**src/rtl/eth_pkt_pkg.sv**
```systemverilog
// ----------------------------------------------------------------------------
// eth_pkt_pkg: packet-type codes shared with eth_send, scheduler state enum.
// Rev 1.0
// ----------------------------------------------------------------------------
`default_nettype none

package eth_pkt_pkg;

  localparam logic [3:0] PKT_NONE = 4'd0;
  localparam logic [3:0] ARP_REQ  = 4'd1;
  localparam logic [3:0] ARP_RESP = 4'd2;
  localparam logic [3:0] UDP      = 4'd3;

  typedef enum logic [2:0] {
    S_IDLE     = 3'd0,
    S_ARP_RESP = 3'd1,
    S_ARP_REQ  = 3'd2,
    S_UDP_ARM  = 3'd3,
    S_UDP_RUN  = 3'd4,
    S_GAP      = 3'd5
  } sched_state_e;

endpackage

`default_nettype wire

```
**src/rtl/sync_fall_det.sv**
```systemverilog
// ----------------------------------------------------------------------------
// sync_fall_det: 2-flop synchronizer with a registered one-cycle falling-edge pulse.
// Rev 1.0
// ----------------------------------------------------------------------------
`default_nettype none

module sync_fall_det (
  input  logic clk,
  input  logic rst_n,
  input  logic din,
  output logic fall
);

  logic meta;
  logic sync;
  logic sync_d;

  // Idle level of an active-low strobe is high, so reset to 1 to avoid a false edge.
  always_ff @(posedge clk or negedge rst_n) begin
    if (!rst_n) begin
      meta   <= 1'b1;
      sync   <= 1'b1;
      sync_d <= 1'b1;
      fall   <= 1'b0;
    end else begin
      meta   <= din;
      sync   <= meta;
      sync_d <= sync;
      fall   <= sync_d & ~sync;
    end
  end

endmodule

`default_nettype wire

```
**src/rtl/eth_tx_sched.sv**
```systemverilog
// ----------------------------------------------------------------------------
// eth_tx_sched: arbitrates ARP response / ARP request / UDP burst jobs for eth_send.
// Rev 1.0
// ----------------------------------------------------------------------------
`default_nettype none

module eth_tx_sched
  import eth_pkt_pkg::*;
#(
  parameter int unsigned UDP_FRAGS        = 4,
  parameter logic [23:0] ARP_RETRY_CYCLES = 24'd10_000_000,
  parameter logic [7:0]  IFG_CYCLES       = 8'd16,
  parameter logic [19:0] TX_TIMEOUT       = 20'd1_000_000
) (
  input  logic        clk,
  input  logic        rst_n,
  input  logic        i_msync_n,
  input  logic        i_arp_resp_req,
  input  logic        i_target_mac_vld,
  input  logic        i_tx_vld,
  input  logic        i_tx_eop,
  input  logic        i_tx_rdy,
  output logic [3:0]  o_pkt_type,
  output logic        o_msync_n,
  output logic        o_busy,
  output logic [15:0] o_udp_drop_cnt,
  output logic        o_err
);

  localparam logic [7:0] FRAG_LAST = 8'(UDP_FRAGS - 1);

  sched_state_e state, state_nxt;
  logic [3:0]   pkt_type, pkt_type_nxt;
  logic         msync_q, msync_nxt;
  logic         err_q, err_nxt;
  logic         resp_pend, resp_pend_nxt;
  logic         udp_pend, udp_pend_nxt;
  logic         req_pend, req_pend_nxt;
  logic [15:0]  drop_cnt, drop_cnt_nxt;
  logic [23:0]  retry_cnt, retry_cnt_nxt;
  logic [7:0]   frag_cnt, frag_cnt_nxt;
  logic [19:0]  to_cnt, to_cnt_nxt;
  logic [7:0]   gap_cnt, gap_cnt_nxt;
  logic         sync_fall;
  logic         done;
  logic         retry_wrap;
  logic         set_udp;
  logic         clr_resp, clr_udp, clr_req;

  sync_fall_det u_sync (
    .clk   (clk),
    .rst_n (rst_n),
    .din   (i_msync_n),
    .fall  (sync_fall)
  );

  assign done = i_tx_vld & i_tx_eop & i_tx_rdy;

  always_comb begin
    state_nxt     = state;
    pkt_type_nxt  = pkt_type;
    msync_nxt     = 1'b1;
    err_nxt       = 1'b0;
    frag_cnt_nxt  = frag_cnt;
    to_cnt_nxt    = to_cnt;
    gap_cnt_nxt   = gap_cnt;
    drop_cnt_nxt  = drop_cnt;
    retry_cnt_nxt = retry_cnt;
    retry_wrap    = 1'b0;
    set_udp       = 1'b0;
    clr_resp      = 1'b0;
    clr_udp       = 1'b0;
    clr_req       = 1'b0;

    if (i_target_mac_vld) begin
      retry_cnt_nxt = '0;
    end else if (retry_cnt == ARP_RETRY_CYCLES - 24'd1) begin
      retry_cnt_nxt = '0;
      retry_wrap    = 1'b1;
    end else begin
      retry_cnt_nxt = retry_cnt + 24'd1;
    end

    // A sync while a burst is queued or in flight cannot be honoured: count it.
    if (sync_fall) begin
      if (udp_pend || state == S_UDP_ARM || state == S_UDP_RUN) begin
        if (drop_cnt != 16'hFFFF) drop_cnt_nxt = drop_cnt + 16'd1;
      end else begin
        set_udp = 1'b1;
      end
    end

    case (state)
      S_IDLE: begin
        frag_cnt_nxt = '0;
        to_cnt_nxt   = '0;
        gap_cnt_nxt  = '0;
        if (resp_pend) begin
          state_nxt    = S_ARP_RESP;
          pkt_type_nxt = ARP_RESP;
          clr_resp     = 1'b1;
        end else if (udp_pend && i_target_mac_vld) begin
          state_nxt    = S_UDP_ARM;
          pkt_type_nxt = UDP;
          clr_udp      = 1'b1;
        end else if (req_pend) begin
          state_nxt    = S_ARP_REQ;
          pkt_type_nxt = ARP_REQ;
          clr_req      = 1'b1;
        end
      end
      S_UDP_ARM: begin
        // Type is already UDP; the regenerated sync edge follows one cycle later.
        state_nxt = S_UDP_RUN;
        msync_nxt = 1'b0;
      end
      S_ARP_RESP, S_ARP_REQ, S_UDP_RUN: begin
        if (done) begin
          to_cnt_nxt = '0;
          if (state != S_UDP_RUN || frag_cnt == FRAG_LAST) begin
            state_nxt    = S_GAP;
            pkt_type_nxt = PKT_NONE;
            frag_cnt_nxt = '0;
            gap_cnt_nxt  = '0;
          end else begin
            frag_cnt_nxt = frag_cnt + 8'd1;
          end
        end else if (to_cnt == TX_TIMEOUT - 20'd1) begin
          err_nxt      = 1'b1;
          state_nxt    = S_GAP;
          pkt_type_nxt = PKT_NONE;
          to_cnt_nxt   = '0;
          frag_cnt_nxt = '0;
          gap_cnt_nxt  = '0;
        end else begin
          to_cnt_nxt = to_cnt + 20'd1;
        end
      end
      S_GAP: begin
        if (gap_cnt == IFG_CYCLES - 8'd1) state_nxt = S_IDLE;
        else                              gap_cnt_nxt = gap_cnt + 8'd1;
      end
      default: begin
        state_nxt    = S_IDLE;
        pkt_type_nxt = PKT_NONE;
      end
    endcase

    resp_pend_nxt = (resp_pend & ~clr_resp) | i_arp_resp_req;
    udp_pend_nxt  = (udp_pend & ~clr_udp) | set_udp;
    req_pend_nxt  = i_target_mac_vld ? 1'b0 : ((req_pend & ~clr_req) | retry_wrap);
  end

  always_ff @(posedge clk or negedge rst_n) begin
    if (!rst_n) begin
      state     <= S_IDLE;
      pkt_type  <= PKT_NONE;
      msync_q   <= 1'b1;
      err_q     <= 1'b0;
      resp_pend <= 1'b0;
      udp_pend  <= 1'b0;
      req_pend  <= 1'b0;
      drop_cnt  <= '0;
      retry_cnt <= '0;
      frag_cnt  <= '0;
      to_cnt    <= '0;
      gap_cnt   <= '0;
    end else begin
      state     <= state_nxt;
      pkt_type  <= pkt_type_nxt;
      msync_q   <= msync_nxt;
      err_q     <= err_nxt;
      resp_pend <= resp_pend_nxt;
      udp_pend  <= udp_pend_nxt;
      req_pend  <= req_pend_nxt;
      drop_cnt  <= drop_cnt_nxt;
      retry_cnt <= retry_cnt_nxt;
      frag_cnt  <= frag_cnt_nxt;
      to_cnt    <= to_cnt_nxt;
      gap_cnt   <= gap_cnt_nxt;
    end
  end

  assign o_pkt_type     = pkt_type;
  assign o_msync_n      = msync_q;
  assign o_busy         = (state != S_IDLE);
  assign o_udp_drop_cnt = drop_cnt;
  assign o_err          = err_q;

endmodule

`default_nettype wire

```
**config.mk**
```make
export PLATFORM = sky130hd
export DESIGN_NAME = eth_tx_sched
export DESIGN_NICKNAME = d
export VERILOG_FILES = /design/src/rtl/eth_pkt_pkg.sv /design/src/rtl/sync_fall_det.sv /design/src/rtl/eth_tx_sched.sv
export SDC_FILE = /design/constraint.sdc
export NUM_CORES = 1
export LEC_CHECK = 0
export ABC_CLOCK_PERIOD_IN_PS = 6600
export CORE_UTILIZATION = 44
export CTS_CLUSTER_DIAMETER = 120
export CTS_CLUSTER_SIZE = 20
export DETAILED_ROUTE_END_ITERATION = 6
export GPL_TIMING_DRIVEN = 0
export PLACE_DENSITY_LB_ADDON = 0.12
export SKIP_LAST_GASP = 1
export SLEW_MARGIN = 20
export SYNTH_ARGS = -nofsm -noshare
export SYNTH_HDL_FRONTEND = slang
export SYNTH_SLANG_ARGS = --single-unit
```
**constraint.sdc**
```tcl
create_clock -name clk -period 6.6 [get_ports clk]
set_clock_uncertainty 0.15 [all_clocks]
set_input_delay 0.66 -clock clk [delete_from_list [all_inputs] [get_ports clk]]
set_output_delay 0.66 -clock clk [all_outputs]
set_load 0.02 [all_outputs]
```
==> summary.txt <==
Run status
  – Status: completed

STA
  – Final Hold Fails: 0
  – Final slew viol count: 0
  – RSZ-0062 raised after global routing: false
  – Min Tclk post-route: 2.92 ns
  – Slew HR: 46.0%
  – Worst-Margin Slew: 0.810 ns
  – Sum Neg Setup Slack: 0 ns
  – # setup viols final: 0
  – Fmax achieved: 342 MHz
  – Hold WS: 0.0173 ns
  – Tcrit/Tclk final: 44.3%

Finish
  – Antenna cells: 0
  – NumNets Final: 518
  – Most frequent cells in the layout: dfrtp_1 (86), nor2_1 (61), nand2_1 (44)
  – Design area: 5240 um2
  – Multi-input gate area: 2140 um2
  – Post-layout util: 53.1%
  – Most common cell after layout, fill and taps aside: dfrtp_1
  – Layout area overhead: 15.8%
  – Reg area: 2260 um2
  – Share of cells above drive strength 1: 7.84%
  – Filler cell count: 927

Critical path
  – Setup crit end kind: output pin
  – Max incr delay on CP: 0.67 ns
  – Critical-path cell list: buf_2 > or3_1 > clkbuf_1 > clkdlybuf4s50_1
  – CP delay by family, top: buffers and inverters
  – Crit start category: register
  – Worst-path maximum fanout: 10
  – Worst path slowest cell: clkdlybuf4s50_1
  – Arr. time, crit path: 2.11 ns
  – Critical path class: reg2out
  – Worst Path Buf+Inv: 3
  – Critical path required time: 5.79 ns

Synthesis
  – Area share of the largest cell type after synthesis: 47.6%
  – Top area cells in the synthesized netlist: dfrtp_1 (48%), xor2_1 (5.6%), nor2_1 (5.1%)
  – Ys async rst share: 100%
  – Main synth FF type: dfrtp_1
  – Post-synth EDFFs: 0
  – Seq/Total Area, Yosys: 49.9%
  – Post-synth top area cell: dfrtp_1
  – Synthesized area: 4520 um2
  – Flops & latches, synth: 90
  – YS warnings: 0
  – Syn Inst Count: 464
  – Avg Cell Area, Syn: 9.75 um2
  – Distinct cells, synth: 56

Route
  – Detailed-route DRC error count: 0
  – Post-route antenna net violation count: 0
  – Pre-antenna DRT Iters: 4
  – Vias: 3420
  – Initial DRC Count: 113
  – Number of vias per cell: 5.32
  – Post-DR wirelength/cell: 13.5 um
  – Wirelength, routed: 8.69 mm

Power and ir drop
  – Comb pwr share: 26.5%
  – Leak Pwr: 0.00222 uW
  – Maximum vdd drop: 149 uV
  – Sw Ratio: 34.3%
  – Pwr Total: 1560 uW
  – Clock power share: 27.7%
  – PwrDens: 298 nW/um2
  – Int Pwr: 1030 uW
  – Switching pwr: 535 uW
  – Seq pwr share: 45.8%

Placement
  – IO buf count: 28
  – HPWL Detailed: 6.18 mm
  – Cell Area, Placed: 5010 um2
  – Gpl congestion: 0.788

Clock network
  – CTS resizes: 0
  – Clock sinks: 90
  – Setup bufs post-CTS: 0
  – Clock transition at the registers of the reported paths: 0.10 ns
  – CTS root buffer: clkbuf_8
  – Clock Path Buffers: 2
  – Total CTS buffers: 9
  – CTS tree: yes
  – Clk_lat worst skew: 0.38 ns
  – Hold-fix buffers at CTS: 0
  – H-tree depth: 3

Floorplan
  – Core Region: 9860 um2
  – Die Area: 10700 um2
  – Std-Cell Rows: 36
  – Die width: 103 um
  – I/O pin count: 31
  – Die height: 103 um
  – Initial Util: 45.9%

Job
  – Max-cap viol count: 0

Global route
  – Total GRT Usage: 18.1%
  – Vias in the first global route: 3257
  – Largest net degree at the start of global routing: 55
  – Antenna violations before repair: 0
  – Total congestion overflow: 0
  – Global-route wire length before repair: 15.1 mm

Hold path
  – Hold Path Class: in2async
[path summary, 6_finish.rpt]
kind / from / end / slack (ns) / cells past startpoint
max in group asynchronous: rst_n / u_sync.meta / 5.64 / 2
max reg2reg: frag_cnt[0] / o_pkt_type[0] / 4.09 / 6
max: state[0] / o_busy / 3.68 / 4
min in group clk: u_sync.meta / u_sync.sync / 0.21 / 0
min: rst_n / o_udp_drop_cnt[5] / 0.02 / 1
min reg2reg: u_sync.meta / u_sync.sync / 0.21 / 0
[Yosys cell counts, drive strengths merged (2+ instances only)]
library cell  number
dfrtp             86
nor2              62
nand2             44
nand3             29
xor2              29
xnor2             22
nand4             16
inv               15
o21ai             15
nor3              14
a21oi             10
and3               9
clkbuf             9
a31oi              8
and4               7
nor4b              7
buf                6
nor4               6
a21o               5
ha                 5
nand2b             5
nor3b              5
or3                5
dfstp              4
o211ai             4
mux2i              3
o21a               3
o22a               3
or4                3
a2111oi            2
a211oi             2
and3b              2
mux2               2
nor2b              2
o22ai              2
o31ai              2
[power groups by stage]
stage                     Sequential (uW)  Combinational (uW)  Clock, uW
after global routing                  730                 469        467
final                                 715                 413        433
after global placement                723                 403          0
after detailed placement              725                 417          0
after floorplan                       728                 276          0
after CTS                             715                 418        450
[state kept, by name, indices dropped and copies added (netlist names), 2 cells and up]
name	cells
frag_cnt	8
gap_cnt	8
o_udp_drop_cnt	16
to_cnt	20
o_pkt_type	2
state	3
retry_cnt	24
[per-layer routing]
layer / wire [um] / GRT usage [%]
met5: 0 / 0
met3: 225 / 2.55
met4: 148 / 7.80
met1: 4340 / 24.8
met2: 3970 / 28.7
[stage by stage]
stage	cells	worst slack (ns)
2_1_floorplan	465	4.46
3_3_place_gp	626	1.34
3_5_place_dp	627	3.96
4_1_cts	643	3.65
5_1_grt	643	3.56
6_report	643	3.68
[layout make-up]
| class | instances | share of cell area (%) |
|---|---|---|
| Buffer | 15 | 1.48 |
| Inverter | 15 | 1.07 |
| Timing Repair Buffer | 29 | 5.90 |
| Clock buffer | 9 | 2.36 |
| Clock inverter | 7 | 2.03 |
| Multi-Input combinational cell | 345 | 40.9 |
| Sequential cell | 90 | 43.1 |
| Tap cell | 133 | 3.18 |
[cells by family after synthesis]
kind of cell | count (synthesis) | synth area share (%)
fa+ha+maj | 6 | 1.63
xor+xnor | 51 | 9.87
buf+inv | 30 | 2.96
compound gates | 62 | 9.46
simple gates | 219 | 24.9
flops | 90 | 49.9
other cells | 1 | 0.0829
mux | 5 | 1.16
Power figures use the tool's default switching activity.
